**config.mk**
```make
export PLATFORM = sky130hd
export DESIGN_NAME = seven_segment_seconds_counter_flat
export DESIGN_NICKNAME = d
export VERILOG_FILES = /design/src/rtl/seven_segment_seconds_counter_if.sv /design/src/rtl/seven_segment_seconds_counter.sv /design/src/flat_wrapper.sv
export SDC_FILE = /design/constraint.sdc
export NUM_CORES = 1
export LEC_CHECK = 0
export ABC_AREA = 1
export ABC_CLOCK_PERIOD_IN_PS = 2000
export BUFFER_PORTS_ARGS = -buffer_cell sky130_fd_sc_hd__buf_2
export CAP_MARGIN = 20
export CORE_ASPECT_RATIO = 1.75
export CORE_MARGIN = 2
export CORE_UTILIZATION = 44
export DETAILED_ROUTE_END_ITERATION = 6
export PLACE_DENSITY = 0.67
export RECOVER_POWER = 25
export SLEW_MARGIN = 25
export SYNTH_ARGS = -nofsm -noshare
export SYNTH_HDL_FRONTEND = slang
export SYNTH_SLANG_ARGS = --single-unit
```
**constraint.sdc**
```tcl
create_clock -name clk -period 2 [get_ports clk]
set_input_delay 0.2 -clock clk [delete_from_list [all_inputs] [get_ports clk]]
set_output_delay 0.2 -clock clk [all_outputs]
set_load 0.05 [all_outputs]
```
**src/rtl/seven_segment_seconds_counter_if.sv**
```systemverilog
// Standard 8-in / 8-out / 8-bidir tile interface between the chip harness and a user tile.
// The harness drives the master side and the tile implements the slave side.
interface seven_segment_seconds_counter_if;
    logic       ena;
    logic [7:0] ui_in;
    logic [7:0] uo_out;
    logic [7:0] uio_in;
    logic [7:0] uio_out;
    logic [7:0] uio_oe;

    modport master (
        output ena,
        output ui_in,
        output uio_in,
        input  uo_out,
        input  uio_out,
        input  uio_oe
    );

    modport slave (
        input  ena,
        input  ui_in,
        input  uio_in,
        output uo_out,
        output uio_out,
        output uio_oe
    );
endinterface

```
**src/rtl/seven_segment_seconds_counter.sv**
```systemverilog
// Seconds counter tile: a 24-bit prescaler advances a BCD digit shown on a seven-segment display.
// Optional macro SEG_DP_BLINK_EN toggles the decimal point on every digit advance.
module seven_segment_seconds_counter #(
    parameter int MAX_COUNT = 10_000_000
) (
    input  logic                                 clk,
    input  logic                                 rst_n,
    seven_segment_seconds_counter_if.slave       bus
);

    localparam logic [23:0] MAX_CMP = 24'(MAX_COUNT);

    logic [23:0] second_counter;
    logic [3:0]  digit;
    logic [23:0] compare;
    logic        advance;
    logic [6:0]  segments;
    logic        dp;

    // uio_in is deliberately ignored by this tile.
    logic unused_uio_in;
    assign unused_uio_in = &{1'b0, bus.uio_in};

    always_comb begin
        compare = MAX_CMP;
        if (bus.ui_in != 8'h00) begin
            compare = {6'b0, bus.ui_in, 10'b0};
        end
    end

    // >= rather than == so that lowering compare mid-count wraps on the next edge.
    assign advance = (second_counter >= (compare - 24'd1));

    always_ff @(posedge clk or negedge rst_n) begin
        if (!rst_n) begin
            second_counter <= 24'd0;
            digit          <= 4'd0;
        end else if (bus.ena) begin
            if (advance) begin
                second_counter <= 24'd0;
                digit          <= (digit >= 4'd9) ? 4'd0 : digit + 4'd1;
            end else begin
                second_counter <= second_counter + 24'd1;
            end
        end
    end

`ifdef SEG_DP_BLINK_EN
    logic dp_q;

    always_ff @(posedge clk or negedge rst_n) begin
        if (!rst_n) begin
            dp_q <= 1'b0;
        end else if (bus.ena && advance) begin
            dp_q <= ~dp_q;
        end
    end

    assign dp = dp_q;
`else
    assign dp = 1'b0;
`endif

    always_comb begin
        segments = 7'h00;
        case (digit)
            4'd0: segments = 7'h3F;
            4'd1: segments = 7'h06;
            4'd2: segments = 7'h5B;
            4'd3: segments = 7'h4F;
            4'd4: segments = 7'h66;
            4'd5: segments = 7'h6D;
            4'd6: segments = 7'h7D;
            4'd7: segments = 7'h07;
            4'd8: segments = 7'h7F;
            4'd9: segments = 7'h6F;
            default: segments = 7'h00;
        endcase
    end

    assign bus.uo_out  = {dp, segments};
    assign bus.uio_out = {4'b0000, digit};
    assign bus.uio_oe  = 8'h0F;

endmodule

```
**src/flat_wrapper.sv**
```systemverilog
// flat-port wrapper written by rule: the top's interface ports become plain ports
module seven_segment_seconds_counter_flat 
#(
    parameter int MAX_COUNT = 10_000_000
)
  (clk, rst_n, bus_ena, bus_ui_in, bus_uio_in, bus_uo_out, bus_uio_out, bus_uio_oe);
  seven_segment_seconds_counter_if bus_i ();
  input  logic clk;
  input  logic rst_n;
  input wire logic [$bits(bus_i.ena)-1:0] bus_ena;
  input wire logic [$bits(bus_i.ui_in)-1:0] bus_ui_in;
  input wire logic [$bits(bus_i.uio_in)-1:0] bus_uio_in;
  output wire logic [$bits(bus_i.uo_out)-1:0] bus_uo_out;
  output wire logic [$bits(bus_i.uio_out)-1:0] bus_uio_out;
  output wire logic [$bits(bus_i.uio_oe)-1:0] bus_uio_oe;
  assign bus_i.ena = bus_ena;
  assign bus_i.ui_in = bus_ui_in;
  assign bus_i.uio_in = bus_uio_in;
  assign bus_uo_out = bus_i.uo_out;
  assign bus_uio_out = bus_i.uio_out;
  assign bus_uio_oe = bus_i.uio_oe;
  seven_segment_seconds_counter #(.MAX_COUNT(MAX_COUNT)) u_core (.clk(clk), .rst_n(rst_n), .bus(bus_i));
endmodule
```
* Yosys cells after proc, flatten, opt, wreduce, memory -nomap -nowiden *
Memories as Yosys holds them, arrays and structs flattened.
Index checks and enable logic that the tools add are counted.

storage, ports and cells
  bits in registers = 28
  bits in read-only memories = 112
  input port bits = 19
  output and inout port bits = 24
  word-level logic and storage cells = 13
  memories kept = 1

memories
  memory           depth  bits a word  read ports  clocked after Yosys merged registers in  write ports  line                                 source
  (no name shown)  16     7            1           0                                        0            seven_segment_seconds_counter.sv:66  case (digit)

cells by class
  add/sub/neg operators = 3
  $lt $le $gt $ge = 2
  multiplexer cells = 3
  reductions and logical operators = 2

operators by type and width
  cell                   count
  $mux 24                2
  $add 24x1->24 const B  1
  $ge 24x24->1           1
  $sub 24x1->24 const B  1
  $reduce_bool 8->1      1
  $add 4x1->4 const B    1
  $ge 4x4->1 const B     1
  $mux 4                 1
  $reduce_and 2->1       1

* Depth between registers and ports, before layout *
Gate-level depths: netlist of the first run.

  depth in word-level cells = 5
  depth in mapped cells = 17
  depth with buffers taken out = 17

* Worst setup path after synthesis of the first run *
No wires, ideal clock.

  kind = register -> output
  start = register u_core.digit[0]
  end = output port bus_uo_out[1]
  data arrival time = 2.381 ns
  data required time = 1.800 ns
  path slack = -0.581 ns
  stages on the path, launching flop included = 6
  path buffers = 0
  cells stage by stage = dfrtp_1 inv_1 ha_1 nand2_1 inv_1 o21ai_0

between the ends
  cells in the longest elaborated chain, start to end = 1

ends and longest elaborated chain
  item                      line                                 source
  start: declaration        seven_segment_seconds_counter.sv:14  logic [3:0] digit;
  start signal: assignment  seven_segment_seconds_counter.sv:41  digit <= (digit >= 4'd9) ? 4'd0 : digit + 4'd1;
  $mem_v2 16x7              --
  end: declaration          flat_wrapper.sv:13                   output wire logic [$bits(bus_i.uo_out)-1:0] bus_uo_out;

Every way passes these cells.

* Final worst setup path of the first run *
  start = input port bus_ui_in[7]
  end = register u_core.second_counter[0]

between the ends
  cells in the longest elaborated chain, start to end = 5

ends and longest elaborated chain
  item                    line                                 source
  start: declaration      flat_wrapper.sv:11                   input wire logic [$bits(bus_i.ui_in)-1:0] bus_ui_in;
  $reduce_bool 8->1       seven_segment_seconds_counter.sv:26  if (bus.ui_in != 8'h00) begin
  $mux 24 *               seven_segment_seconds_counter.sv:26
  $sub 24x1->24 *         seven_segment_seconds_counter.sv:32  assign advance = (second_counter >= (compare - 24'd1));
  $ge 24x24->1 *          seven_segment_seconds_counter.sv:32
  $mux 24 *               seven_segment_seconds_counter.sv:39  if (advance) begin
  end signal: assignment  seven_segment_seconds_counter.sv:43  second_counter <= second_counter + 24'd1;
  end: declaration        seven_segment_seconds_counter.sv:13  logic [23:0] second_counter;

Every way passes the cells marked *; elsewhere a longest branch is shown, timed or not.
A chain may end at the register's enable or synchronous reset.

==> results of run 1 <==
-- routing by layer --
metal  up-vias  share of wire, %  GRT usage (%)
met5         -                 0              0
met3        14               2.5           1.73
li1       1235                 -              -
met2        52                56           34.6
met1      1093                38           21.7
met4         0               3.1           8.66
-- final cells by class --
cell class	count	share of cell area [%]
clock buffers	4	1.75
inverters	52	6.20
multi-input cells	284	53.9
flip-flops and latches	28	22.3
well taps	76	3.02
repair buffers	52	12.8
-- what timing repair did --
action,CTS,global route
resized for setup,7,41
hold buffers,1,0
cloned,0,1
setup buffers,1,5
hold endpoints to repair,28,0
endpoints found under the setup margin,25,32
pin swaps,5,14
-- report_power, final --
group | total (mW) | switching (mW) | leakage [nW] | internal [mW]
Sequential | 0.814 | 0.145 | 0.376 | 0.669
Clock | 0.363 | 0.187 | 0.0288 | 0.177
Combinational | 1.91 | 1.34 | 1.22 | 0.579
Total | 3.09 | 1.67 | 1.63 | 1.43
-- worst register-to-register path: stages, from the launching register on --
cell and delay [ns]:
dfrtp_1 0.40, ha_1 0.32, nand2_1 0.09, inv_1 0.04
nand2_1 0.05, nand2_1 0.06, a21oi_2 0.16, buf_4 0.14
nand3_4 0.15, clkbuf_16 0.22, o21ai_0 0.13
-- cell families (layout without fill, tap and decap cells) --
kind of cell,after synthesis,count (layout)
AND/OR/NAND/NOR,190,190
XOR/XNOR,11,11
buffers and inverters,73,108
flip-flops,28,28
adder cells (fa/ha/maj),23,23
other,2,16
AO/OA/AOI/OAI,44,44
-- cells in the final DEF, fill, tap and decap left out, drive strengths merged --
cell	netlist	final
a21boi	2	2
conb	2	16
nand3b	1	1
nor2	38	38
buf	17	48
or2	1	1
nand3	22	22
o21ai	12	12
inv	52	52
a21oi	26	26
xor2	7	7
xnor2	4	4
o21bai	4	4
ha	23	23
dlygate4sd3	0	1
clkbuf	4	7
nand4	10	10
dfrtp	28	28
nand2	117	117
nor3	1	1
-- worst max-delay path by stage --
| stage | startpoint | to | slack [ns] | depth (start not counted) |
|---|---|---|---|---|
| finish | bus_ui_in[7] | u_core.second_counter[0]$_DFFE_PN0P_ | -0.003 | 18 |
| global route | bus_ui_in[2] | u_core.second_counter[22]$_DFFE_PN0P_ | -0.12 | 12 |
| CTS | bus_ui_in[1] | u_core.digit[2]$_DFFE_PN0P_ | 0.02 | 16 |
| detailed placement | bus_ui_in[3] | u_core.second_counter[1]$_DFFE_PN0P_ | -0.37 | 16 |
| global placement | bus_ui_in[3] | u_core.digit[2]$_DFFE_PN0P_ | -0.32 | 17 |
| floorplan | bus_ui_in[0] | u_core.second_counter[12]$_DFFE_PN0P_ | 0.008 | 15 |
-- sequential cells by signal (all words and copies together) (netlist names) --
signal / flops
u_core.second_counter: 24
u_core.digit: 4
-- metrics by stage --
stage,setup slack (ns),instances
after floorplan,0.00776,385
after global placement,-0.321,484
after detailed placement,-0.366,484
after CTS,0.0152,490
after global routing,-0.120,496
final,-0.00286,496
==> flow_summary.yaml, run 1 <==
route:
  drcViolationCount: 0
  drt_first_iter_violations: 48
  routed_wl_mm: 6.01
  wl_per_cell_um: 12.1
  first_pass_iters: 4
  dr_total_vias: 2394
  avgViaCountPerCell: 4.83
  antenna_left: 0
synthesis:
  netlist.top_cell.by_area: "dfrtp_1"
  synth_top_family_by_area: "simple AND/OR/NAND/NOR gates"
  async_reset_ff_share_pct: 100
  ys_warn_count: 0
  synth_fa_ha_area_share_pct: 11.3
  synth_edf_count: 0
  synth_common_cells: "nand2_1, inv_1, nor2_1"
  muxShareOfSynthArea_pct: 0
  post-synth-top-count-cell: "nand2_1"
  synth_compound_area_share_pct: 9.70
  netlist_area_sq_mm: 0.00254
  syn_avg_cell_area_sq_um: 6.85
  synth-main-ff-cell: "dfrtp_1"
  ys_types: 29
  ys_seq_area_share_pct: 27.6
  yosys.area_share.simple_pct: 33.7
  yosysTopAreaCellShare_pct: 27.6
  ys_seq_elements: 28
  synthXorXnorAreaFrac_pct: 3.79
  syn_inst: 371
  synth.area.top_cells: "dfrtp_1, nand2_1, ha_1"
worst_hold_path:
  hold_end: "u_core.second_counter[3]$_DFFE_PN0P_"
  hold_depth: 2
  hold_class: "input port to flip-flop"
  min_from: "bus_ena"
status:
  violations: "setup timing"
  outcome: "finished, violations left"
critical_path:
  crit_arrival_ns: 2.22
  critPathRequiredTime_ns: 2.21
  worstPathMaxFanout: 10
  r2r_start: "u_core.second_counter[19]$_DFFE_PN0P_"
  rr_worst_depth: 10
  cp_slowest_stage_delay_ns: 0.24
  rrSetupSlack_ns: 0.17
  reg2reg_to: "u_core.second_counter[0]$_DFFE_PN0P_"
  crit_top_cell: "nand2_1"
  start_kind: "input port"
  critPathTopFamily: "simple AND/OR/NAND/NOR gates"
  crit_chain: "buf_4, nor2_4, nand4_1, nand2_1, buf_4, nand2_2, inv_2, ha_4, nand2_2, inv_1, nand2_1, nand2_1, nand2_1, nand2_1, nand2_2, nand3_4, clkbuf_16, o21ai_0"
  worst-setup-path-type: "input port to flip-flop"
  cpMaxStageDelayCell: "nand4_1"
  cp-end-kind: "flip-flop"
  path_buf_inv: 5
pwr:
  power.total_mw: 3.09
  leakage_nw: 1.63
  p_per_area_mw_per_mm2: 982
  vdd_ir_drop_max_v: 0.00176
final_layout:
  layout.nets: 463
  multiInputGateArea_sq_mm: 0.00170
  fill_cells: 571
  antenna_cells: 0
  fin_util_pct: 56.4
  drive_gt1_share_pct: 25.7
  area_growth_pct: 23.9
  final_area_sq_mm: 0.00315
  regArea_sq_um: 703
placed_design:
  postPlaceCellArea_sq_mm: 0.00285
  routabilityCongestion: 0.863
  port_buffers: 21
  hpwlAfterDp_mm: 4.46
sta:
  worstMarginPinSlew_ns: 0.714
  fin_setup_tns_ns: -0.00286
  fmax_ghz: 0.499
  hold_slack_ns: 0.234
  final-hold-violation-count: 0
  min_period_over_period_pct: 100
  drv_slew: 0
  min_period_ns: 2.00
  clock_skew_ns: 0.00813
  setup_violations: 1
  worst_slack_ns: -0.00286
  maxSlewHeadroom_pct: 52.4
  rsz0062_at_grt: "true"
job:
  max-cap-violations: 0
die:
  die_h_um: 105
  die-width_um: 61.4
  fp.dieArea_sq_mm: 0.00642
  start_util_pct: 45.5
  core-area_sq_mm: 0.00559
  io_pins: 43
  fp-row-count: 36
clock_tree:
  clk_latency_ns: 0.28
  cts_max_level: 1
  path_clk_slew_ns: 0.10
  cts_made_buffers: 3
  cts_tree: "built"
  root_buffer: "clkbuf_8"
  clock_path_buffers: 2
  cts_sinks: 28
global_route:
  antenna_found_initial: 0
  track_usage_pct: 19.3
  grt_max_degree: 29
  grt_pass1_wl_mm: 9.64
  grt-ovfl-total: 0
  grt_pass1_vias: 2271
Power figures use the tool's default switching activity.
==> run 2: changes to the inputs <==
--- a/config.mk
+++ b/config.mk
@@ -14,7 +14,7 @@
 export CORE_UTILIZATION = 44
 export DETAILED_ROUTE_END_ITERATION = 6
 export PLACE_DENSITY = 0.67
-export RECOVER_POWER = 25
+export RECOVER_POWER = 100
 export SLEW_MARGIN = 25
 export SYNTH_ARGS = -nofsm -noshare
 export SYNTH_HDL_FRONTEND = slang
==> run 2 against run 1 <==
  * The flow still finishes with violations (setup timing)
  * Flip-flop and latch count unchanged
  * Register-to-register slack about the same
  * Sequential power about the same
  * Cell count unchanged
  * Die area unchanged
  * Critical endpoint unchanged
  * Largest power group unchanged
==> flow_summary.yaml, run 2 (synthesis results as in run 1) <==
pwr:
  vdd_ir_drop_max_v: 0.00176
  leakage_nw: 1.61
  p_per_area_mw_per_mm2: 980
clock_tree:
  cts_max_level: 1
  root_buffer: "clkbuf_8"
  cts_made_buffers: 3
  cts_tree: "built"
  cts_sinks: 28
  clock_path_buffers: 2
  path_clk_slew_ns: 0.10
  clk_latency_ns: 0.28
placed_design:
  port_buffers: 21
  hpwlAfterDp_mm: 4.46
  post-place-ws_ns: -0.366
  routabilityCongestion: 0.863
  dp.cells: 484
critical_path:
  start_kind: "input port"
  worstPathMaxFanout: 10
  rrSetupSlack_ns: 0.17
  critPathRequiredTime_ns: 2.21
  crit_arrival_ns: 2.22
  cp-end-kind: "flip-flop"
  rr_worst_depth: 10
  worst-setup-path-type: "input port to flip-flop"
final_layout:
  antenna_cells: 0
  largestRegisters: "u_core.second_counter: 24 flops, u_core.digit: 4 flops"
  drive_gt1_share_pct: 24.8
  fin_cells: 496
  regMostFlops: "u_core.second_counter"
  mostFrequentLayoutCells: "nand2_1, inv_1, buf_4"
  area_growth_pct: 23.7
  largest_reg_flops: 24
  final_common_cell: "nand2_1"
  layout.nets: 463
route:
  routed_wl_mm: 6.00
  dr_total_vias: 2394
  drt_first_iter_violations: 49
  first_pass_iters: 4
  drcViolationCount: 0
  antenna_left: 0
  wl_per_cell_um: 12.1
  avgViaCountPerCell: 4.83
sta:
  min_period_over_period_pct: 100
  worst_slack_ns: -0.00286
  final-hold-violation-count: 0
  maxSlewHeadroom_pct: 52.4
  worstMarginPinSlew_ns: 0.714
  fmax_ghz: 0.499
  rsz0062_at_grt: "true"
  drv_slew: 0
  setup_violations: 1
  clock_skew_ns: 0.00810
  min_period_ns: 2.00
global_route:
  track_usage_pct: 19.3
  antenna_found_initial: 0
  grt-ovfl-total: 0
  grt_pass1_vias: 2271
  grt_max_degree: 29
  grt_pass1_wl_mm: 9.64
die:
  fp-row-count: 36
  start_util_pct: 45.5
  die-width_um: 61.4
  io_pins: 43
  fp.dieArea_sq_mm: 0.00642
  core-area_sq_mm: 0.00559
  die_h_um: 105
status:
  violations: "setup timing"
  outcome: "finished, violations left"
worst_hold_path:
  hold_class: "input port to flip-flop"
  hold_depth: 2
job:
  max-cap-violations: 0
## run 2: cell types whose count changed in the layout (fill, tap and decap cells not counted)
cell,change
buf_2,-6
clkbuf_1,+4
clkbuf_2,+2
## run 2: per-layer routing
metal / GRT usage (%) / part of all wire (%) / routed length, um / vias to the layer above
met5: 0 / 0 / 0 / -
li1: - / - / - / 1235
met1: 21.7 / 38 / 2300 / 1093
met2: 34.6 / 56 / 3360 / 52
met3: 1.73 / 2.5 / 149 / 14
met4: 8.66 / 3.1 / 189 / 0
## run 2: where the power goes
part / total (mW) / internal, mW / switching [mW]
Combinational: 1.90 / 0.568 / 1.34
Clock: 0.363 / 0.177 / 0.187
Sequential: 0.815 / 0.669 / 0.146
Total: 3.08 / 1.41 / 1.67
## run 2: worst paths after layout
| path | start | end |
|---|---|---|
| worst max-delay path | bus_ui_in[7] | u_core.second_counter[0]$_DFFE_PN0P_ |
| worst min-delay path | bus_ena | u_core.second_counter[3]$_DFFE_PN0P_ |
| worst max register to register | u_core.second_counter[19]$_DFFE_PN0P_ | u_core.second_counter[0]$_DFFE_PN0P_ |
| worst min register to register | u_core.second_counter[1]$_DFFE_PN0P_ | u_core.second_counter[1]$_DFFE_PN0P_ |
| max in group asynchronous | rst_n | u_core.digit[1]$_DFFE_PN0P_ |
| min in group asynchronous | rst_n | u_core.second_counter[5]$_DFFE_PN0P_ |
## run 2: per-stage QoR
stage	util, %	hold slack, ns	TNS [ns]	instance area (sq um)	total power, mW
6_report	56.3	0.234	-0.00286	3140	3.08
5_1_grt	56.3	0.240	-2.38	3140	3.31
4_1_cts	52.6	0.234	0	2940	2.94
3_5_place_dp	51.0	0.262	-9.24	2850	2.55
3_3_place_gp	51.0	0.249	-8.20	2850	2.52
2_1_floorplan	-	-0.0956	0	2620	2.18
## run 2: worst max-delay path, stage by stage
cell and delay [ns]:
buf_4 0.12, nor2_4 0.12, nand4_1 0.24, nand2_1 0.18, buf_4 0.13, nand2_2 0.04, inv_2 0.06, ha_4 0.20
nand2_2 0.07, inv_1 0.04, nand2_1 0.04, nand2_1 0.05, nand2_1 0.06, nand2_1 0.08, nand2_2 0.09, nand3_4 0.15
clkbuf_16 0.22, o21ai_0 0.13
## run 2: final cells by class
cell class / count / area [sq um]
clock buffer: 4 / 55.1
multi-input combinational: 284 / 1700
tap: 76 / 95.1
inverter: 52 / 195
timing repair buffer: 52 / 399
fill: 572 / 2440
sequential: 28 / 703
## run 2: repair_timing
item                       4_1_cts  5_1_grt
cloned                           0        1
pin swaps                        5       14
hold buffers                     1        0
gates resized for setup          7       41
setup endpoints to repair       25       32
hold endpoints to repair        28        0
setup buffers                    1        5
